**config.mk**
```make
export PLATFORM = sky130hd
export DESIGN_NAME = tl_flow_ctrl
export DESIGN_NICKNAME = d
export VERILOG_FILES = /design/src/rtl/tl_pkg.sv /design/src/rtl/tl_rr_arb2.sv /design/src/rtl/tl_flow_ctrl.sv
export SDC_FILE = /design/constraint.sdc
export NUM_CORES = 1
export LEC_CHECK = 0
export CAP_MARGIN = 0
export CORE_MARGIN = 2
export CORE_UTILIZATION = 33
export DETAILED_ROUTE_END_ITERATION = 7
export PLACE_DENSITY = 0.8
export SYNTH_ARGS = -nofsm -noshare
export SYNTH_HDL_FRONTEND = slang
export SYNTH_SLANG_ARGS = --single-unit
```
**constraint.sdc**
```tcl
create_clock -name clk -period 2 [get_ports clk]
set_clock_uncertainty 0.2 [all_clocks]
set_input_delay 0.4 -clock clk [delete_from_list [all_inputs] [get_ports clk]]
set_output_delay 0.4 -clock clk [all_outputs]
set_load 0.01 [all_outputs]
```
**src/rtl/tl_pkg.sv**
```systemverilog
// tl_pkg: shared encodings and field positions for the transaction-layer flow controller
package tl_pkg;
    localparam int DATA_W = 6;
    localparam int VC_BIT = 5;
    localparam int DEST_BIT = 4;
    localparam int AE_LSB = 0;
    localparam int AF_LSB = 4;
    localparam int NIB_W = 4;
    typedef enum logic [2:0] {
        ST_RESET  = 3'd0,
        ST_INIT   = 3'd1,
        ST_IDLE   = 3'd2,
        ST_ACTIVE = 3'd3,
        ST_ERROR  = 3'd4
    } state_t;
endpackage

```
**src/rtl/tl_rr_arb2.sv**
```systemverilog
// tl_rr_arb2: two-requester round-robin arbiter, pointer holds the last conflict winner
module tl_rr_arb2 (
    input  logic       clk,
    input  logic       reset,
    input  logic [1:0] req,
    input  logic       advance,
    output logic [1:0] gnt
);
    logic ptr;
    always_comb gnt = &req ? (ptr ? 2'b01 : 2'b10) : req;
    always_ff @(posedge clk) begin
        if (reset) ptr <= 1'b1;
        else if (advance && &req) ptr <= gnt[1];
    end
endmodule

```
**src/rtl/tl_flow_ctrl.sv**
```systemverilog
// tl_flow_ctrl: layer state machine, threshold latching and main/VC/destination routing strobes
module tl_flow_ctrl
    import tl_pkg::*;
(
    input  logic              clk,
    input  logic              reset,
    input  logic              init,
    input  logic [7:0]        umf_cfg,
    input  logic [7:0]        uvc_cfg,
    input  logic [7:0]        ud_cfg,
    output logic [7:0]        umf_q,
    output logic [7:0]        uvc_q,
    output logic [7:0]        ud_q,
    input  logic              main_empty,
    input  logic              vc0_empty,
    input  logic              vc1_empty,
    input  logic              d0_empty,
    input  logic              d1_empty,
    input  logic              vc0_afull,
    input  logic              vc1_afull,
    input  logic              d0_afull,
    input  logic              d1_afull,
    input  logic [DATA_W-1:0] main_head,
    input  logic [DATA_W-1:0] vc0_head,
    input  logic [DATA_W-1:0] vc1_head,
    input  logic [4:0]        fifo_err,
    output logic              pop_main,
    output logic              push_vc0,
    output logic              push_vc1,
    output logic              pop_vc0,
    output logic              pop_vc1,
    output logic              push_d0,
    output logic              push_d1,
    output logic              idle,
    output logic              active,
    output logic              error,
    output logic [2:0]        state
);
    state_t st, st_nx;
    logic en, err, any_data, v, t0, t1;
    logic [1:0] req_d0, req_d1, gnt_d0, gnt_d1;
    logic unused;
    assign unused = ^{main_head[DEST_BIT:0], vc0_head[VC_BIT], vc0_head[DEST_BIT-1:0],
                      vc1_head[VC_BIT], vc1_head[DEST_BIT-1:0], d0_empty, d1_empty};
    assign err = |fifo_err;
    assign any_data = !main_empty || !vc0_empty || !vc1_empty;
    always_comb begin
        st_nx = st;
        if (st == ST_RESET) st_nx = ST_INIT;
        else if (init) st_nx = ST_INIT;
        else if (st == ST_INIT) st_nx = err ? ST_ERROR : ST_IDLE;
        else if (st == ST_IDLE || st == ST_ACTIVE) st_nx = err ? ST_ERROR : (any_data ? ST_ACTIVE : ST_IDLE);
    end
    always_ff @(posedge clk) begin
        if (reset) begin
            st    <= ST_RESET;
            umf_q <= '0;
            uvc_q <= '0;
            ud_q  <= '0;
        end else begin
            st <= st_nx;
            if (st == ST_INIT) begin
                umf_q <= umf_cfg;
                uvc_q <= uvc_cfg;
                ud_q  <= ud_cfg;
            end
        end
    end
    assign state  = st;
    assign idle   = st == ST_IDLE;
    assign active = st == ST_ACTIVE;
    assign error  = st == ST_ERROR;
    // strobes fall combinationally with reset so nothing moves on the reset edge
    assign en = active && !reset;
    assign v  = main_head[VC_BIT];
    assign pop_main = en && !main_empty && !(v ? vc1_afull : vc0_afull);
    assign push_vc0 = pop_main && !v;
    assign push_vc1 = pop_main && v;
    assign t0 = vc0_head[DEST_BIT];
    assign t1 = vc1_head[DEST_BIT];
    assign req_d0 = {en && !vc1_empty && !t1 && !d0_afull, en && !vc0_empty && !t0 && !d0_afull};
    assign req_d1 = {en && !vc1_empty && t1 && !d1_afull, en && !vc0_empty && t0 && !d1_afull};
    tl_rr_arb2 u_arb_d0 (.clk(clk), .reset(reset), .req(req_d0), .advance(en), .gnt(gnt_d0));
    tl_rr_arb2 u_arb_d1 (.clk(clk), .reset(reset), .req(req_d1), .advance(en), .gnt(gnt_d1));
    assign pop_vc0 = gnt_d0[0] || gnt_d1[0];
    assign pop_vc1 = gnt_d0[1] || gnt_d1[1];
    assign push_d0 = |gnt_d0;
    assign push_d1 = |gnt_d1;
endmodule

```
Yosys cells after proc, flatten, opt, wreduce, memory -nomap -nowiden
Index checks and enable logic that the tools add are counted.
W data, S select, Z words.
{ "classes": {"n_eq_ne": 4, "muxes": 12, "reduce_logical": 41} }
{ "op_table": {"columns": ["operator", "count"], "rows": [
  ["$logic_and A1 B1 Y1", 17],
  ["$mux W3", 4],
  ["$logic_not A1 Y1", 10],
  ["$mux W2", 4],
  ["$eq A3 B2 Y1 const B", 2],
  ["$logic_or A1 B1 Y1", 5],
  ["$reduce_or A5 Y1", 1],
  ["$mux W1", 4],
  ["$reduce_and A2 Y1", 2],
  ["$reduce_bool A4 Y1", 1],
  ["$reduce_or A2 Y1", 2],
  ["$eq A3 B1 Y1 const B", 1],
  ["$eq A3 B3 Y1 const B", 1],
  ["$logic_not A3 Y1", 1],
  ["$reduce_or A3 Y1", 1],
  ["$reduce_bool A2 Y1", 1]
]} }
{ "word_totals": {"ff_bits": 29, "word_cells": 64} }

Depth between registers and ports, before layout
Gate-level depths: netlist (run 1).
{ "depth": {"depth_word": 9, "mapped_depth": 6, "mapped_depth_nobuf": 3} }

Modules after synthesis
Synthesis (run 1) repeated with hierarchy kept, for this count alone.
{ "unflattened": {"cells_unflattened": 160, "hier_area_um2": 1338.8} }
{ "by_module_without_submodules": {"columns": ["mod", "n_inst", "cells_each", "area_each_um2"], "rows": [
  ["tl_flow_ctrl", 1, 146, 1216.2],
  ["tl_rr_arb2", 2, 7, 61.3]
]} }

Worst setup path before layout (run 1)
OpenSTA, ideal clock, no wires.
{ "synth_path": {"kind": "reg-to-output", "from": "register st[1], in the netlist state[1]", "to": "output push_vc1", "arrival_time_ps": 1557, "required_time_ps": 1400, "path_slack_ps": -157, "path_stages_with_launch": 6, "n_path_buf": 2, "cell_sequence": "dfxtp_1 > buf_2 > nand4bb_1 > clkbuf_1 > a2111oi_2 > and2_1"} }
{ "synth_between": {"elab_chain_cells": 5} }
{ "synth_rtl": {"columns": ["element", "line", "text"], "rows": [
  ["start, declared", "tl_flow_ctrl.sv:39", "state_t st, st_nx;"],
  ["start signal, assigned", "tl_flow_ctrl.sv:61", "st <= st_nx;"],
  ["$eq A3 B2 Y1", "tl_flow_ctrl.sv:71", "assign active = st == ST_ACTIVE;"],
  ["$logic_and A1 B1 Y1", "tl_flow_ctrl.sv:74", "assign en = active && !reset;"],
  ["$logic_and A1 B1 Y1 (2 in series)", "tl_flow_ctrl.sv:76", "assign pop_main = en && !main_empty && !(v ? vc1_afull : vc0_afull);"],
  ["via pop_main", "tl_flow_ctrl.sv:27", "output logic pop_main,"],
  ["$logic_and A1 B1 Y1", "tl_flow_ctrl.sv:78", "assign push_vc1 = pop_main && v;"],
  ["end, declared", "tl_flow_ctrl.sv:29", "output logic push_vc1,"]
]} }
The timed path passes the listed nets, and every way through them passes these cells.

Final worst setup path (run 1)
{ "layout_path": {"from": "register st[2], in the netlist state[2]", "to": "output push_vc1"} }
{ "layout_between": {"elab_chain_cells": 5} }
{ "layout_rtl": {"columns": ["element", "line"], "rows": [
  ["$eq A3 B2 Y1", "tl_flow_ctrl.sv:71"],
  ["$logic_and A1 B1 Y1", "tl_flow_ctrl.sv:74"],
  ["$logic_and A1 B1 Y1 (2 in series)", "tl_flow_ctrl.sv:76"],
  ["$logic_and A1 B1 Y1", "tl_flow_ctrl.sv:78"]
]} }
Every way passes these cells.

==> flow_metrics.tcl, run 1 <==
set metrics [dict create \
    crit_type "flop to output pin" \
    synth_top_area_frac 0.4580 \
    dr_wl_met2_mm 1.873 \
    slew_violations 0 \
    wl_met3_um 230 \
    synth_top_area_cell "dfxtp_1" \
    path_cells "nand4bb_4 > buf_6 > a2111oi_4 > and2_1 > buf_2" \
    synthArstFlopShare 0 \
    rsz0062_at_grt "yes" \
    fill_cells 349 \
    wirelength_mm 3.784 \
    globalplace.congestion 0.8921 \
    grt_max_degree 25 \
    grt_util_all_layers 0.1834 \
    port_buffers 78 \
    slew_headroom 0.7803 \
    vias 1451 \
    finalHoldViolations 0 \
    hold_buffers 0 \
    drt-met1-wl_mm 1.562 \
    start_kind "flop" \
    powerDensity_mw_per_mm2 598.7 \
    wl_per_cell_um 12.45 \
    core_area_mm2 0.003689 \
    netlist_area_mm2 0.001267 \
    leakagePower_uw 0.0009031 \
    cts_max_level 2 \
    row_count 22 \
    tightest_slew_ns 0.3275 \
    cp_data_required_time_ns 1.40 \
    irDropWorstVdd_mv 0.4266 \
    max_stage_delay_ns 0.33 \
    dieHeight_um 65.98 \
    synth_enable_flop_cells 0 \
    synth-main-ff-cell "dfxtp_1" \
    grt_pass1_wl_mm 6.099 \
    grt_pass1_vias 1389 \
    fmax_mhz 477.9 \
    power_uw 1391 \
    root_buffer "clkbuf_8" \
    yosys_warnings 0 \
    status "finished with violations" \
    vias_per_cell 4.773 \
    clock_latency_ns 0.27 \
    worstPathBufferInverterCount 2 \
    setup-violations-final 3 \
    synth_most_common_cell "nand2_1" \
    numCtsBuffers 5 \
    drive_gt1_frac 0.2109 \
    postRouteAntennaNets 0 \
    worst_slack_ns -0.09252 \
    path_clk_slew_ns 0.06 \
    ys_seq_elements 29 \
    cts_tree "yes" \
    clock-sinks 29 \
    fin_crit_sh 1.046 \
    cp_max_fo 5 \
    hold_class "flop to flop" \
    grt-ovfl-total 0 \
    place_hpwl_mm 2.625 \
    max_cap_violations 0 \
    violations "setup timing" \
    regArea_um2 584.3 \
    first_iter_violations 107 \
    start_util 0.3436 \
    clk_path_buf_depth 2 \
    synth_cells 164 \
    crit_path_end_kind "output pin" \
    multi_input_comb_area_um2 728.2 \
    dr.pass1.iters 6 \
    crit_family "simple AND/OR/NAND/NOR gates" \
    top_layer_used "met4" \
    mappedNetlistNets 223 \
    synth_common_cells "nand2_1, dfxtp_1, a21oi_1" \
    cp.arrival_ns 1.49 \
    area_growth_pct 83.32 \
    post-route-drc-count 0 \
    netlist-cell-type-count 33 \
    antenna_found_initial 0 \
    holdWs_ns 0.2509 \
    slowest_stage "dfxtp_2" \
    syn_area_per_cell_um2 7.728 \
    die_x_um 65.98 \
    seq_area_frac_synth 0.4580 \
    ios 96 \
    layout.nets 314 \
    dieArea_mm2 0.004353 \
    n_antenna_cell 0 \
    netlist_top_cells_area "dfxtp_1, nand2_1, a21oi_1" \
    dp_slack_ns -0.7229 \
    period_minus_slack_ns 2.093 \
]
## logic make-up after synthesis
kind of cell | share of synthesized area
DFF | 0.4580
AOI/OAI and AO/OA | 0.1570
buffers and inverters | 0.03751
muxes | 0.01580
and+or+nand+nor | 0.3317
## cell type report
type | instances | area share
clock inverter | 2 | 0.004308
inverter | 1 | 0.001616
sequential | 29 | 0.2515
multi-input combinational | 123 | 0.3134
timing repair buffer | 95 | 0.3721
tap | 48 | 0.02585
clock buffer | 6 | 0.03123
## per-layer routing
| metal | global-route usage | up-vias |
|---|---|---|
| met5 | 0 | - |
| met4 | 0.09184 | 0 |
| met3 | 0.05451 | 13 |
| met2 | 0.2992 | 47 |
| met1 | 0.2182 | 648 |
| li1 | - | 743 |
## repair_timing
action | 4_1_cts | 5_1_grt
endpoints found under the hold margin | 0 | 0
pin swaps | 8 | 1
gates resized for setup | 63 | 2
setup endpoints to repair | 10 | 6
buffers inserted | 0 | 0
cloned | 1 | 0
## path summary, 6_finish.rpt
| check | start | to | slack, ns | cells after the start |
|---|---|---|---|---|
| hold / removal | uvc_q[0] | uvc_q[0] | 0.25 | 2 |
| hold reg to reg | uvc_q[0] | uvc_q[0] | 0.25 | 2 |
| setup reg to reg | state[0] | uvc_q[7] | 0.41 | 5 |
| setup / recovery | state[2] | push_vc1 | -0.09 | 5 |
## per-stage QoR
step	area, um^2	util	instances	setup TNS [ns]
3_5_place_dp	2197	0.5957	295	-4.885
3_3_place_gp	2197	0.5957	295	-4.649
2_1_floorplan	1280	-	164	0
5_1_grt	2323	0.6299	304	-0.4389
4_1_cts	2316	0.6279	304	-0.06985
6_report	2323	0.6299	304	-0.1699
## cell usage in the layout, fill, tap and decap left out, types with 2 or more instances in the layout
| cell type | instances |
|---|---|
| or4_4 | 2 |
| nor3_2 | 3 |
| mux2i_1 | 2 |
| nor2b_1 | 2 |
| dlygate4sd2_1 | 10 |
| nor3b_2 | 2 |
| buf_4 | 15 |
| clkdlybuf4s15_2 | 2 |
| a211oi_1 | 2 |
| nor3_1 | 2 |
| dfxtp_2 | 3 |
| nor4_2 | 2 |
| nand2b_1 | 3 |
| clkinv_2 | 2 |
| clkdlybuf4s50_1 | 58 |
| clkbuf_8 | 5 |
| o22ai_1 | 2 |
| o21ai_0 | 2 |
| dfxtp_1 | 26 |
| nand2_1 | 50 |
| buf_2 | 8 |
| nor2_1 | 6 |
| a21oi_1 | 25 |
## registers in the layout (all words and copies together) (netlist names)
name	count
umf_q	8
state	3
ud_q	8
u_arb_d1.ptr	1
uvc_q	8
u_arb_d0.ptr	1
## power by group
| part | total [uW] | leakage, uW | internal (uW) | switching (uW) |
|---|---|---|---|---|
| sequential | 632 | 0.000239 | 614 | 18.0 |
| combinational | 312 | 0.000619 | 180 | 132 |
| clock | 447 | 0.0000450 | 240 | 207 |
## worst register-to-register path, cell delays in order (launching register included)
cell and delay [ns]:
dfxtp_2 0.36, buf_4 0.17, or3b_1 0.35, buf_4 0.22, nand2_1 0.11, a21oi_1 0.06
Power figures use the tool's default switching activity.
==> run 2, diff against run 1 <==
--- a/config.mk
+++ b/config.mk
@@ -7,9 +7,11 @@
 export LEC_CHECK = 0
 export CAP_MARGIN = 0
 export CORE_MARGIN = 2
-export CORE_UTILIZATION = 33
+export CORE_UTILIZATION = 34
+export CTS_BUF_LIST = sky130_fd_sc_hd__clkbuf_4 sky130_fd_sc_hd__clkbuf_8
 export DETAILED_ROUTE_END_ITERATION = 7
-export PLACE_DENSITY = 0.8
+export PLACE_DENSITY = 0.82
+export SETUP_SLACK_MARGIN = 0.05
 export SYNTH_ARGS = -nofsm -noshare
 export SYNTH_HDL_FRONTEND = slang
 export SYNTH_SLANG_ARGS = --single-unit
==> flow_metrics.tcl, run 2 (synthesized netlist as in run 1, its figures left out) <==
set metrics [dict create \
    status "finished with violations" \
    violations "setup timing" \
    irDropWorstVdd_mv 0.3900 \
    grt_max_degree 25 \
    grt_pass1_wl_mm 6.127 \
    dr.pass1.iters 3 \
    slew_headroom 0.7875 \
    ios 96 \
    path_cells "nand4bb_4 > buf_6 > buf_6 > nor4_2 > o22ai_1 > buf_2" \
    grt-ovfl-total 0 \
    max_stage_delay_ns 0.33 \
    slowest_stage "dfxtp_2" \
    cp.arrival_ns 1.52 \
    fin_crit_sh 1.061 \
    layout_commonest_cell "clkdlybuf4s50_1" \
    min-delay-start "umf_q[7]" \
    grt_util_all_layers 0.1858 \
    grt_pass1_vias 1356 \
    start_util 0.3488 \
    final_util 0.6536 \
    place_hpwl_mm 2.664 \
    worst_slack_ns -0.1214 \
    port_buffers 78 \
    leakagePower_uw 0.0009409 \
    rsz0062_at_grt "yes" \
    vias 1459 \
    slew_violations 0 \
    vias_per_cell 4.737 \
    crit_path_end_kind "output pin" \
    fmax_mhz 471.4 \
    crit_start "state[2]" \
    crit_type "flop to output pin" \
    clock_latency_ns 0.27 \
    cts_max_level 2 \
    n_antenna_cell 0 \
    cts_tree "yes" \
    finalHoldViolations 0 \
    core_area_mm2 0.003633 \
    hold_class "flop to flop" \
    cp_max_fo 4 \
    row_count 22 \
    layout.nets 318 \
    dp_slack_ns -0.7828 \
    tightest_slew_ns 0.3159 \
    hold_buffers 0 \
    timing.rr.start "state[2]" \
    first_iter_violations 56 \
    post-route-drc-count 0 \
    setup-violations-final 3 \
    postRouteAntennaNets 0 \
    clock-sinks 29 \
    max_cap_violations 0 \
    path_clk_slew_ns 0.06 \
    dieArea_mm2 0.004232 \
    powerDensity_mw_per_mm2 601.5 \
    die_x_um 65.06 \
    cp_data_required_time_ns 1.40 \
    root_buffer "clkbuf_8" \
    globalplace.congestion 0.8948 \
    numCtsBuffers 5 \
    antenna_found_initial 0 \
    dieHeight_um 65.06 \
    area_growth_pct 87.36 \
    layout_common_cells "clkdlybuf4s50_1, nand2_1, dfxtp_1, a21oi_1, buf_4" \
    wirelength_mm 3.736 \
    drive_gt1_frac 0.2308 \
    cp_common_cell "buf_6" \
    wl_per_cell_um 12.13 \
    period_minus_slack_ns 2.121 \
    clk_path_buf_depth 2 \
    largest_registers "ud_q: 8 flops, umf_q: 8 flops, uvc_q: 8 flops" \
    start_kind "flop" \
]
-- run 2: changes by cell type in the layout (fill, tap and decap cells not counted), moves of 2 or more --
cell,previous run,this run
clkdlybuf4s50_1,58,56
buf_6,1,3
clkinv_2,2,0
buf_4,15,18
clkbuf_4,0,3
clkdlybuf4s15_2,2,0
clkbuf_2,0,2
-- run 2: path summary, 6_finish.rpt --
path	endpoint	slack [ns]	depth (start not counted)
max	pop_vc0	-0.12	6
min	umf_q[7]	0.25	2
max reg2reg	state[0]	0.42	4
min reg2reg	umf_q[7]	0.25	2
-- run 2: layout make-up --
| cell class | count | area (um^2) |
|---|---|---|
| fillers | 338 | 1259 |
| repair buffers | 99 | 894.6 |
| multi-input cells | 123 | 740.7 |
| flip-flops and latches | 29 | 584.3 |
| clock buffers | 8 | 91.34 |
| well taps | 48 | 60.06 |
| inverters | 1 | 3.754 |
-- run 2: critical path, delay by kind of cell, from the launching register on --
family          cells  cell delay (ns)
flops               1             0.33
compound gates      1             0.09
buf+inv             3             0.41
simple gates        2             0.42
-- run 2: timing repair --
| action | CTS | global route |
|---|---|---|
| setup buffers | 3 | 1 |
| setup endpoints to repair | 13 | 9 |
| gates cloned | 1 | 0 |
| gates resized for setup | 66 | 7 |
| pin swaps | 7 | 6 |
-- run 2: stage by stage --
stage	power, uW	std cells	instance area, um^2	hold WS [ns]	TNS (ns)
6_report	1429	308	2375	0.2513	-0.2458
5_1_grt	1506	308	2375	0.2691	-0.4406
4_1_cts	1445	308	2370	0.2536	-0.5883
3_5_place_dp	953.4	296	2205	0.2457	-5.140
3_3_place_gp	948.6	296	2205	0.2411	-4.587
2_1_floorplan	754.3	164	1280	0.2805	0
-- run 2: metal layers --
metal / vias to the layer above / part of all wire / routed length, um / track usage
li1: 747 / - / - / -
met1: 661 / 0.42 / 1572 / 0.2253
met2: 42 / 0.51 / 1890 / 0.3106
met3: 9 / 0.054 / 202 / 0.04688
met4: 0 / 0.019 / 70 / 0.08073
met5: - / 0 / 0 / 0
-- run 2: power by group --
| part | switching, uW | internal, uW | leakage [uW] |
|---|---|---|---|
| Clock | 198 | 287 | 0.0000498 |
| Sequential | 18.1 | 614 | 0.000239 |
| Combinational | 132 | 179 | 0.000652 |
